$ cat config.mk
export PLATFORM = sky130hd
export DESIGN_NAME = uart_result_encoder
export DESIGN_NICKNAME = d
export VERILOG_FILES = /design/src/rtl/uart_result_encoder_pkg.sv /design/src/rtl/bin2bcd_serial.sv /design/src/rtl/uart_result_encoder.sv
export SDC_FILE = /design/constraint.sdc
export NUM_CORES = 1
export LEC_CHECK = 0
export CAP_MARGIN = 30
export CORE_ASPECT_RATIO = 1.2
export CORE_MARGIN = 3
export CORE_UTILIZATION = 46
export CTS_CLUSTER_DIAMETER = 80
export DETAILED_ROUTE_END_ITERATION = 6
export PLACE_DENSITY = 0.66
export SLEW_MARGIN = 25
export SYNTH_ARGS = -nofsm -noshare
export SYNTH_HDL_FRONTEND = slang
export SYNTH_HIERARCHICAL = 1
export SYNTH_SLANG_ARGS = --single-unit
$ cat constraint.sdc
create_clock -name clk -period 2.5 [get_ports clk]
set_input_delay 0.5 -clock clk [delete_from_list [all_inputs] [get_ports clk]]
set_output_delay 0.5 -clock clk [all_outputs]
set_load 0.01 [all_outputs]
$ cat src/rtl/uart_result_encoder_pkg.sv
// Shared definitions for the result encoder and the receive-side command translator:
// encoder state set and ASCII byte constants.
package uart_result_encoder_pkg;

    typedef enum logic [2:0] {
        StIdle,
        StConv,
        StSign,
        StDigit,
        StCr,
        StLf
    } state_e;

    localparam logic [7:0] AsciiMinus = 8'h2D;
    localparam logic [7:0] AsciiPlus  = 8'h2B;
    localparam logic [7:0] AsciiZero  = 8'h30;
    localparam logic [7:0] AsciiCr    = 8'h0D;
    localparam logic [7:0] AsciiLf    = 8'h0A;

    function automatic logic [7:0] digit_to_ascii(logic [3:0] d);
        return AsciiZero + {4'h0, d};
    endfunction

endpackage

$ cat src/rtl/bin2bcd_serial.sv
// Serial double-dabble: one binary bit per cycle, MSB first. The load cycle already
// consumes the first bit, so done rises DATA_W-1 cycles after load.
module bin2bcd_serial #(
    parameter int unsigned DATA_W     = 12,
    parameter int unsigned BCD_DIGITS = 4
) (
    input  logic                    clk,
    input  logic                    rst_n,
    input  logic                    load,
    input  logic [DATA_W-1:0]       bin,
    output logic [4*BCD_DIGITS-1:0] bcd,
    output logic                    done
);

    localparam int unsigned BcdW = 4 * BCD_DIGITS;
    localparam int unsigned CntW = $clog2(DATA_W + 1);

    logic [DATA_W-1:0] shift_q;
    logic [BcdW-1:0]   bcd_q;
    logic [BcdW-1:0]   bcd_adj;
    logic [CntW-1:0]   cnt_q;

    always_comb begin
        bcd_adj = bcd_q;
        for (int i = 0; i < BCD_DIGITS; i++) begin
            if (bcd_adj[4*i +: 4] >= 4'd5) begin
                bcd_adj[4*i +: 4] = bcd_adj[4*i +: 4] + 4'd3;
            end
        end
    end

    always_ff @(posedge clk or negedge rst_n) begin
        if (!rst_n) begin
            shift_q <= '0;
            bcd_q   <= '0;
            cnt_q   <= '0;
        end else if (load) begin
            // An all-zero BCD needs no add-3, so the first bit shifts straight in.
            shift_q <= {bin[DATA_W-2:0], 1'b0};
            bcd_q   <= BcdW'(bin[DATA_W-1]);
            cnt_q   <= CntW'(1);
        end else if (!done) begin
            bcd_q   <= {bcd_adj[BcdW-2:0], shift_q[DATA_W-1]};
            shift_q <= {shift_q[DATA_W-2:0], 1'b0};
            cnt_q   <= cnt_q + CntW'(1);
        end
    end

    assign done = (cnt_q == CntW'(DATA_W));
    assign bcd  = bcd_q;

endmodule

$ cat src/rtl/uart_result_encoder.sv
// Prints a signed result as an ASCII decimal frame ('-', digits, CR, LF) over a
// valid/ready byte interface, triggered by a rising edge on start.
module uart_result_encoder
    import uart_result_encoder_pkg::*;
#(
    parameter int unsigned DATA_W     = 12,
    parameter int unsigned BCD_DIGITS = 4
) (
    input  logic              clk,
    input  logic              rst_n,
    input  logic              start,
    input  logic [DATA_W-1:0] value,
    output logic              busy,
    output logic [7:0]        tx_data,
    output logic              tx_valid,
    input  logic              tx_ready
);

    localparam int unsigned DigW = (BCD_DIGITS > 1) ? $clog2(BCD_DIGITS) : 1;

    state_e                  state_q;
    logic                    s1_q;
    logic                    s2_q;
    logic                    start_edge;
    logic                    neg_q;
    logic [DigW-1:0]         dig_q;
    logic [DigW-1:0]         dig_dec;
    logic [DigW-1:0]         top_dig;
    logic [DATA_W-1:0]       mag;
    logic                    load;
    logic                    conv_done;
    logic [4*BCD_DIGITS-1:0] bcd;
    logic [7:0]              top_char;
    logic [7:0]              dec_char;
    logic                    xfer;

    assign start_edge = s1_q & ~s2_q;
    assign load       = (state_q == StIdle) && start_edge;
    // Most negative input wraps to 2^(DATA_W-1), which is still correct as unsigned.
    assign mag        = value[DATA_W-1] ? (~value + DATA_W'(1)) : value;
    assign xfer       = tx_valid & tx_ready;
    assign dig_dec    = dig_q - DigW'(1);

    bin2bcd_serial #(
        .DATA_W     (DATA_W),
        .BCD_DIGITS (BCD_DIGITS)
    ) u_bin2bcd (
        .clk   (clk),
        .rst_n (rst_n),
        .load  (load),
        .bin   (mag),
        .bcd   (bcd),
        .done  (conv_done)
    );

    // Highest non-zero digit; falls back to the units digit so zero prints as "0".
    always_comb begin
        top_dig = '0;
        for (int i = 0; i < BCD_DIGITS; i++) begin
            if (bcd[4*i +: 4] != 4'd0) begin
                top_dig = DigW'(i);
            end
        end
    end

    assign top_char = digit_to_ascii(bcd[4*top_dig +: 4]);
    assign dec_char = digit_to_ascii(bcd[4*dig_dec +: 4]);

    always_ff @(posedge clk or negedge rst_n) begin
        if (!rst_n) begin
            s1_q     <= 1'b0;
            s2_q     <= 1'b0;
            state_q  <= StIdle;
            neg_q    <= 1'b0;
            dig_q    <= '0;
            busy     <= 1'b0;
            tx_valid <= 1'b0;
            tx_data  <= 8'h00;
        end else begin
            s1_q <= start;
            s2_q <= s1_q;
            unique case (state_q)
                StIdle: begin
                    if (start_edge) begin
                        neg_q   <= value[DATA_W-1];
                        busy    <= 1'b1;
                        state_q <= StConv;
                    end
                end
                StConv: begin
                    if (conv_done) begin
                        tx_valid <= 1'b1;
                        if (neg_q) begin
                            state_q <= StSign;
                            tx_data <= AsciiMinus;
                        end else begin
                            state_q <= StDigit;
                            dig_q   <= top_dig;
                            tx_data <= top_char;
                        end
                    end
                end
                StSign: begin
                    if (xfer) begin
                        state_q <= StDigit;
                        dig_q   <= top_dig;
                        tx_data <= top_char;
                    end
                end
                StDigit: begin
                    if (xfer) begin
                        if (dig_q == '0) begin
                            state_q <= StCr;
                            tx_data <= AsciiCr;
                        end else begin
                            dig_q   <= dig_dec;
                            tx_data <= dec_char;
                        end
                    end
                end
                StCr: begin
                    if (xfer) begin
                        state_q <= StLf;
                        tx_data <= AsciiLf;
                    end
                end
                StLf: begin
                    if (xfer) begin
                        state_q  <= StIdle;
                        tx_valid <= 1'b0;
                        busy     <= 1'b0;
                        tx_data  <= 8'h00;
                    end
                end
                default: state_q <= StIdle;
            endcase
        end
    end

endmodule

### Yosys cells after proc, flatten, opt, wreduce, memory -nomap -nowiden

Cells that the tools add are included.

| cells by class | value |
|---|---|
| add/sub/neg operators | 9 |
| magnitude comparators | 4 |
| equal/unequal tests | 16 |
| shift-type cells | 2 |
| mux-type cells | 42 |
| bitwise gates (word level) | 4 |
| reduce and logical (&&, ||, !) cells | 16 |

Operators with widths:

| operator | number |
|---|---|
| $mux 8 | 5 |
| $pmux 8 s5 | 1 |
| $mux 12 | 3 |
| $mux 16 | 2 |
| $shiftx 16x5->4 | 2 |
| $mux 3 | 8 |
| $mux 4 | 5 |
| $ne 2x2->1 const B | 10 |
| $pmux 3 s6 | 1 |
| $ge 4x3->1 const B | 4 |
| $add 6x4->7 const A | 2 |
| $mux 2 | 7 |
| $mux 7 | 2 |
| $add 12x1->12 const B | 1 |
| $add 4x2->4 const B | 3 |
| $not 12->12 | 1 |
| $reduce_and 6->1 | 2 |
| $reduce_bool 4->1 | 3 |
| $reduce_and 7->1 | 1 |
| $eq 3x2->1 const B | 2 |
| $eq 3x3->1 const B | 2 |
| $pmux 2 s3 | 1 |
| $reduce_and 3->1 | 2 |
| $mux 1 | 5 |
| other kinds (15) | 18 |

| word-level totals | value |
|---|---|
| register bits | 50 |
| bits of input ports | 16 |
| word-level logic and storage cells | 104 |

### Longest topological paths before layout

| logic depth | value |
|---|---|
| depth after elaboration | 9 |
| depth in mapped cells | 9 |
| mapped depth without buffers | 8 |

### By module

Netlist, hierarchy kept.

Modules (own cells, without submodules):

| module | times used | cells each | area each (um^2) |
|---|---|---|---|
| bin2bcd_serial | 1 | 181 | 1741.7 |
| uart_result_encoder | 1 | 160 | 1380.1 |

### Worst setup path before layout

No wires, ideal clock.

| timing path | value |
|---|---|
| path kind | register to register |
| from | reg dig_q[0] |
| to | reg tx_data[0] |
| setup time | 122 ps |
| data arrival time | 1951 ps |
| required time | 2378 ps |
| path slack | 427 ps |
| cell stages (with the launch flop) | 6 |
| buffers on the path | 0 |
| cells stage by stage | dfrtp_1 inv_1 ha_1 mux4_2 or3_1 a32o_1 |

| between the ends | value |
|---|---|
| cells in the longest elaborated chain, start to end | 6 |
| elaborated cells on any way between the ends | 7 |
| those cells by class | add/sub (2); shift (1); mux (3); reduce/logical (1) |

RTL lines:

| element | RTL line | text |
|---|---|---|
| from (decl) | uart_result_encoder.sv:26 | `logic [DigW-1:0] dig_q;` |
| from (signal assigned) | uart_result_encoder.sv:98 | `dig_q <= top_dig;` |
| from (signal assigned) | uart_result_encoder.sv:106 | `dig_q <= top_dig;` |
| from (signal assigned) | uart_result_encoder.sv:116 | `dig_q <= dig_dec;` |
| $sub 2x1->2 | uart_result_encoder.sv:42 | `assign dig_dec = dig_q - DigW'(1);` |
| $shiftx 16x5->4 | uart_result_encoder.sv:67 | `assign dec_char = digit_to_ascii(bcd[4*dig_dec +: 4]);` |
| $add 6x4->7 | uart_result_encoder_pkg.sv:21 | `return AsciiZero + {4'h0, d};` |
| $mux 7 * | uart_result_encoder.sv:112 | `if (dig_q == '0) begin` |
| $mux 8 * | uart_result_encoder.sv:111 | `if (xfer) begin` |
| $pmux 8 s5 * | uart_result_encoder.sv:82 | `unique case (state_q)` |
| to (signal assigned) | uart_result_encoder.sv:107 | `tx_data <= top_char;` |
| to (signal assigned) | uart_result_encoder.sv:114 | `tx_data <= AsciiCr;` |
| to (signal assigned) | uart_result_encoder.sv:117 | `tx_data <= dec_char;` |
| to (decl) | uart_result_encoder.sv:14 | `output logic [7:0] tx_data,` |

Every way passes the cells marked *; elsewhere a longest branch is shown, timed or not. The select of a mux whose other input is x is not followed.
A chain may end at the register's enable or synchronous reset.

### Final worst setup path

Same ends and word-level chain as after synthesis.

==> results.py <==
metrics = {
    "sta": {
        "finalHoldViolations": 0,
        "fin_crit_sh_pct": 87.4,
        "slew_viol_final": 0,
        "min_period_ps": 2190,
        "fin_setup_tns_ps": 0,
        "worstMarginPinSlew_ps": 629,
        "fmax_mhz": 458,
        "setup_viol": 0,
        "rsz0062_at_grt": "no",
        "slew_headroom_pct": 57.7,
        "fin_skew_ps": 7.33,
    },
    "placement": {
        "hpwl_mm": 4.50,
        "io_buffers": 23,
        "place_congestion": 0.862,
    },
    "floorplan": {
        "io_pins": 26,
        "die_h_um": 96.2,
        "placeableCoreArea_um2": 6530,
        "num_rows": 32,
        "start_util_pct": 47.8,
        "fp.dieArea_um2": 7810,
        "fp.dieW_um": 81.2,
    },
    "yosys": {
        "synth_edf_count": 0,
        "yosysUniqueCellTypes": 57,
        "ys.warnings.count": 6,
        "ys_seq_area_share_pct": 37.7,
        "avgSynthCellArea_um2": 9.15,
        "ys_async_sr_fraction_pct": 100,
        "synth_area_um2": 3120,
        "synth_top_flop_cell": "dfrtp_1",
        "syn_inst": 341,
        "synth_seq_cells": 47,
    },
    "clocking": {
        "ctsHoldBuffers": 0,
        "ctsHtreeMaxLevel": 2,
        "cts_sinks": 47,
        "cts_resized": 0,
        "cts_buffers": 5,
        "cts_tree": "built",
        "clk_pin_slew_worst_paths_ps": 90,
        "clockRootBuffer": "clkbuf_8",
        "post_cts_buffers": 0,
        "clkLatencyLatePin_ps": 310,
        "max-clock-path-buffers": 2,
    },
    "global_routing": {
        "grt_pass1_wl_mm": 10.6,
        "grt_pass1_vias": 2370,
        "gr-total-overflow": 0,
        "grt_usage_pct": 17.2,
        "grt_max_degree": 57,
        "grt_antenna_before_repair": 0,
    },
    "final_layout": {
        "multi_input_area_um2": 1730,
        "antenna_cells": 0,
        "drive_gt1_share_pct": 8.91,
        "fin_util_pct": 53.8,
        "fillers": 583,
        "regArea_um2": 1180,
        "area_delta_synth_final_pct": 12.5,
        "nets": 386,
    },
    "pwr": {
        "peakVddDrop_mv": 0.367,
        "powerDensity_nw_per_um2": 1170,
        "power.total_uw": 4100,
        "leakage_uw": 0.00148,
    },
    "worst_setup_path": {
        "setup.worst_path.end_class": "register",
        "crit_end": "tx_data[0]$_DFFE_PN0P_",
        "crit_type": "reg -> reg",
        "worstPathMaxFanout": 7,
        "regToRegEndpoint": "tx_data[0]$_DFFE_PN0P_",
        "r2r_slack_ps": 310,
        "arrival_ps": 2380,
        "reg2reg_from": "dig_q[0]$_DFFE_PN0P_",
        "startpoint_type": "register",
        "r2r_cells": 5,
        "critPathLaunch": "dig_q[0]$_DFFE_PN0P_",
        "worstPathRequired_ps": 2700,
    },
    "routing": {
        "antenna_left": 0,
        "drt_wl_total_mm": 6.32,
        "via_per_inst": 5.78,
        "vias": 2566,
        "drc_errors": 0,
        "wl_per_cell_um": 14.2,
        "drt_iter0_markers": 142,
        "firstDrtPassIters": 7,
    },
    "worst_hold_path": {
        "hp-class": "in -> async",
    },
    "job": {
        "max_cap_violations": 0,
    },
    "outcome": {
        "status": "finished, final reports clean",
    },
}
[cells in the mapped netlist, types with 4 or more instances]
| cell | count | area, um^2 |
|---|---|---|
| nand3_1 | 10 | 50.1 |
| nand2_1 | 32 | 120 |
| mux2_2 | 4 | 45.0 |
| or4_1 | 4 | 30.0 |
| xnor2_1 | 9 | 78.8 |
| clkbuf_1 | 4 | 15.0 |
| o21ai_0 | 24 | 120 |
| o311ai_1 | 4 | 35.0 |
| nor4_1 | 7 | 43.8 |
| a21oi_1 | 21 | 105 |
| nand2b_1 | 8 | 50.1 |
| o21ai_1 | 5 | 25.0 |
| nand3b_1 | 4 | 30.0 |
| buf_2 | 8 | 40.0 |
| inv_1 | 22 | 82.6 |
| mux2i_1 | 11 | 110 |
| nor3_1 | 11 | 55.1 |
| a211oi_1 | 6 | 45.0 |
| a31oi_1 | 7 | 43.8 |
| nor3b_1 | 6 | 45.0 |
| mux4_2 | 4 | 90.1 |
| ha_1 | 12 | 150 |
| nor2_1 | 17 | 63.8 |
| dfrtp_1 | 47 | 1180 |
[layer usage]
layer	vias up	wire length, um	GRT usage [%]
met2	61	3220	32.3
met3	11	233	2.53
met1	1217	2760	19.6
li1	1277	-	-
met5	-	0	0
met4	0	100	6.20
[how the worst min path moves through the flow]
stage,end,depth (start not counted)
after global routing,u_bin2bcd/bcd[4]$_DFFE_PN0P_,1
after detailed placement,s2_q$_DFF_PN0_,0
after CTS,u_bin2bcd/bcd[4]$_DFFE_PN0P_,1
after floorplan,busy$_DFFE_PN0P_,0
final,u_bin2bcd/bcd[2]$_DFFE_PN0P_,1
after global placement,s2_q$_DFF_PN0_,0
[cell type report]
class | instances | share of cell area, %
Tap cell | 85 | 3.03
Inverter | 23 | 2.46
Clock inverter | 2 | 1.10
Sequential cell | 47 | 33.5
Timing Repair Buffer | 28 | 8.19
Clock buffer | 6 | 2.35
Multi-Input combinational cell | 253 | 49.4
[state kept, by name, indices dropped and copies added (netlist names)]
signal / count
u_bin2bcd/bcd: 16
u_bin2bcd/shift_q: 11
tx_data: 6
u_bin2bcd/cnt_q: 4
state_q: 3
dig_q: 2
busy: 1
neg_q: 1
s1_q: 1
s2_q: 1
tx_valid: 1
[kinds of logic after synthesis]
family,count (synthesis),share of synthesized area [%]
and+or+nand+nor,118,21.0
AOI/OAI and AO/OA,92,18.7
DFF,47,37.7
buffers and inverters,42,7.05
muxes,19,7.86
adders and majority gates,12,4.81
xor gates and xnor gates,10,2.81
other,1,0.120
[where the power goes]
group          switching (uW)  internal, uW  leakage, uW  total [uW]
sequential                418          1080     0.000579        1500
clock                     272           329    0.0000618         601
combinational             972          1030     0.000838        2000
[worst max-delay path: stages (launching register included)]
cell	delay, ps
dfrtp_1	480
inv_1	70
ha_1	420
mux4_2	540
or3_1	310
a32o_1	240
[stage by stage]
| stage | setup WS [ps] | area [um^2] | std cells | hold WS, ps |
|---|---|---|---|---|
| floorplan | 427 | 3130 | 342 | 204 |
| global placement | 341 | 3390 | 436 | 362 |
| detailed placement | 315 | 3390 | 436 | 364 |
| CTS | 300 | 3510 | 444 | 200 |
| global route | 197 | 3510 | 444 | 225 |
| finish | 315 | 3510 | 444 | 174 |
[cell usage in the layout (no fill, tap or decap), types with 2 or more instances in the layout]
| cell type | count |
|---|---|
| dfrtp_1 | 47 |
| nand2_1 | 32 |
| o21ai_0 | 24 |
| inv_1 | 22 |
| clkdlybuf4s50_1 | 22 |
| a21oi_1 | 21 |
| nor2_1 | 17 |
| ha_1 | 12 |
| mux2i_1 | 11 |
| nor3_1 | 10 |
| nand3_1 | 10 |
| xnor2_1 | 9 |
| nand2b_1 | 8 |
| a31oi_1 | 7 |
| nor4_1 | 7 |
| a211oi_1 | 6 |
| clkbuf_8 | 6 |
| nor3b_1 | 6 |
| o21ai_1 | 5 |
| nand3b_1 | 4 |
| mux4_2 | 4 |
| mux2_2 | 4 |
| or4_1 | 4 |
| o311ai_1 | 4 |
| or3_1 | 3 |
| o31ai_1 | 3 |
| o22ai_1 | 3 |
| a21o_1 | 3 |
| a211o_1 | 3 |
| buf_4 | 3 |
| nand4b_1 | 2 |
| or4_4 | 2 |
| nor4b_1 | 2 |
| nor4_2 | 2 |
| o211a_1 | 2 |
| a32o_1 | 2 |
| and2_1 | 2 |
| conb_1 | 2 |
| buf_12 | 2 |
No activity file was read; power rests on OpenSTA's default activity.
==> RTL change (config.mk and constraints unchanged) <==
`DATA_W` is set to 12 in 2 places; all go to 10.
--- a/src/rtl/bin2bcd_serial.sv
+++ b/src/rtl/bin2bcd_serial.sv
@@ -2,5 +2,5 @@
 // consumes the first bit, so done rises DATA_W-1 cycles after load.
 module bin2bcd_serial #(
-    parameter int unsigned DATA_W     = 12,
+    parameter int unsigned DATA_W     = 10,
     parameter int unsigned BCD_DIGITS = 4
 ) (
--- a/src/rtl/uart_result_encoder.sv
+++ b/src/rtl/uart_result_encoder.sv
@@ -4,5 +4,5 @@
     import uart_result_encoder_pkg::*;
 #(
-    parameter int unsigned DATA_W     = 12,
+    parameter int unsigned DATA_W     = 10,
     parameter int unsigned BCD_DIGITS = 4
 ) (
Ports: changed (resized value); port bits go from 26 to 24. The function was not compared with the original's and may differ.
==> RTL change against the original RTL <==
- total power shrank 7.8%
- area after synthesis decreased by 5.0%
- setup slack worse by 0.020 ns
- clock power shrank 22%
- design area shrank 5.1%
- wire length down 5.5%
- sequential cell count decreased by 2
- largest cell class unchanged
- largest power group unchanged
==> RTL change: results (changes against the original RTL) <==
status complete, no violations (unchanged); First DRT Iteration DRCs 94 (was 142); All-Layer GR Usage 17.1% (was 17.2%); Routed WL 5.97 mm (was 6.32 mm); post-synthesis mux area share 7.55% (was 7.86%); Final Skew 0.0113 ns (was 0.00733 ns); post-DP HPWL 4.22 mm (was 4.50 mm); commonest cells in the netlist 45 x dfrtp_1, 31 x nand2_1, 30 x o21ai_0 (was 47 x dfrtp_1, 32 x nand2_1, 24 x o21ai_0); Static Leak 1.43 nW (was 1.48 nW); adder-cell share of the synthesized area 5.06% (was 4.81%); sequential fraction of the synthesis area 38.0% (was 37.7%); vias 2440 (was 2566); R2R setup slack 0.29 ns (was 0.31 ns); XOR/XNOR Fraction of Synth Area 2.66% (was 2.81%); clk tree area frac 2.70% (was 3.46%); compound-cell area share of the yosys netlist 17.0% (was 18.7%); Max stage delay cell, worst path mux4_1 (was mux4_2); Storage cell area 1130 um^2 (was 1180 um^2); fin cells 433 (was 444); Final #Nets 377 (was 386); Hold Slack 0.261 ns (was 0.174 ns); CTS sink count 45 (was 47); slew margin rel. 61.1% (was 57.7%); #MultiIn Comb 255 (was 253); crit share post-route 88.2% (was 87.4%); Logic inverters 16 (was 23); first-pass GRT wire length 10.2 mm (was 10.6 mm); WL met1 2.67 mm (was 2.76 mm)
==> RTL change: changes by cell type after synthesis, sizes merged, moves of 3 or more <==
cell,unedited run,this run
buf,15,9
nor3b,6,3
nand3b,4,7
o311ai,4,1
nand3,11,19
nor4,9,6
clkbuf,4,10
inv,23,16
nor2,17,28
a31oi,7,2
==> RTL change: routing by layer <==
layer / track usage, % / vias up
met2: 29.9 / 48
met5: 0 / -
met3: 2.98 / 7
met4: 5.16 / 0
met1: 21.3 / 1143
li1: - / 1242
==> RTL change: power by group through the flow <==
stage | logic, W | clock network (W) | registers [W]
final | 0.00187 | 0.000470 | 0.00145
after global routing | 0.00212 | 0.000508 | 0.00151
after CTS | 0.00188 | 0.000475 | 0.00145
after detailed placement | 0.00187 | 0 | 0.00147
after global placement | 0.00182 | 0 | 0.00146
after floorplan | 0.00147 | 0 | 0.00134
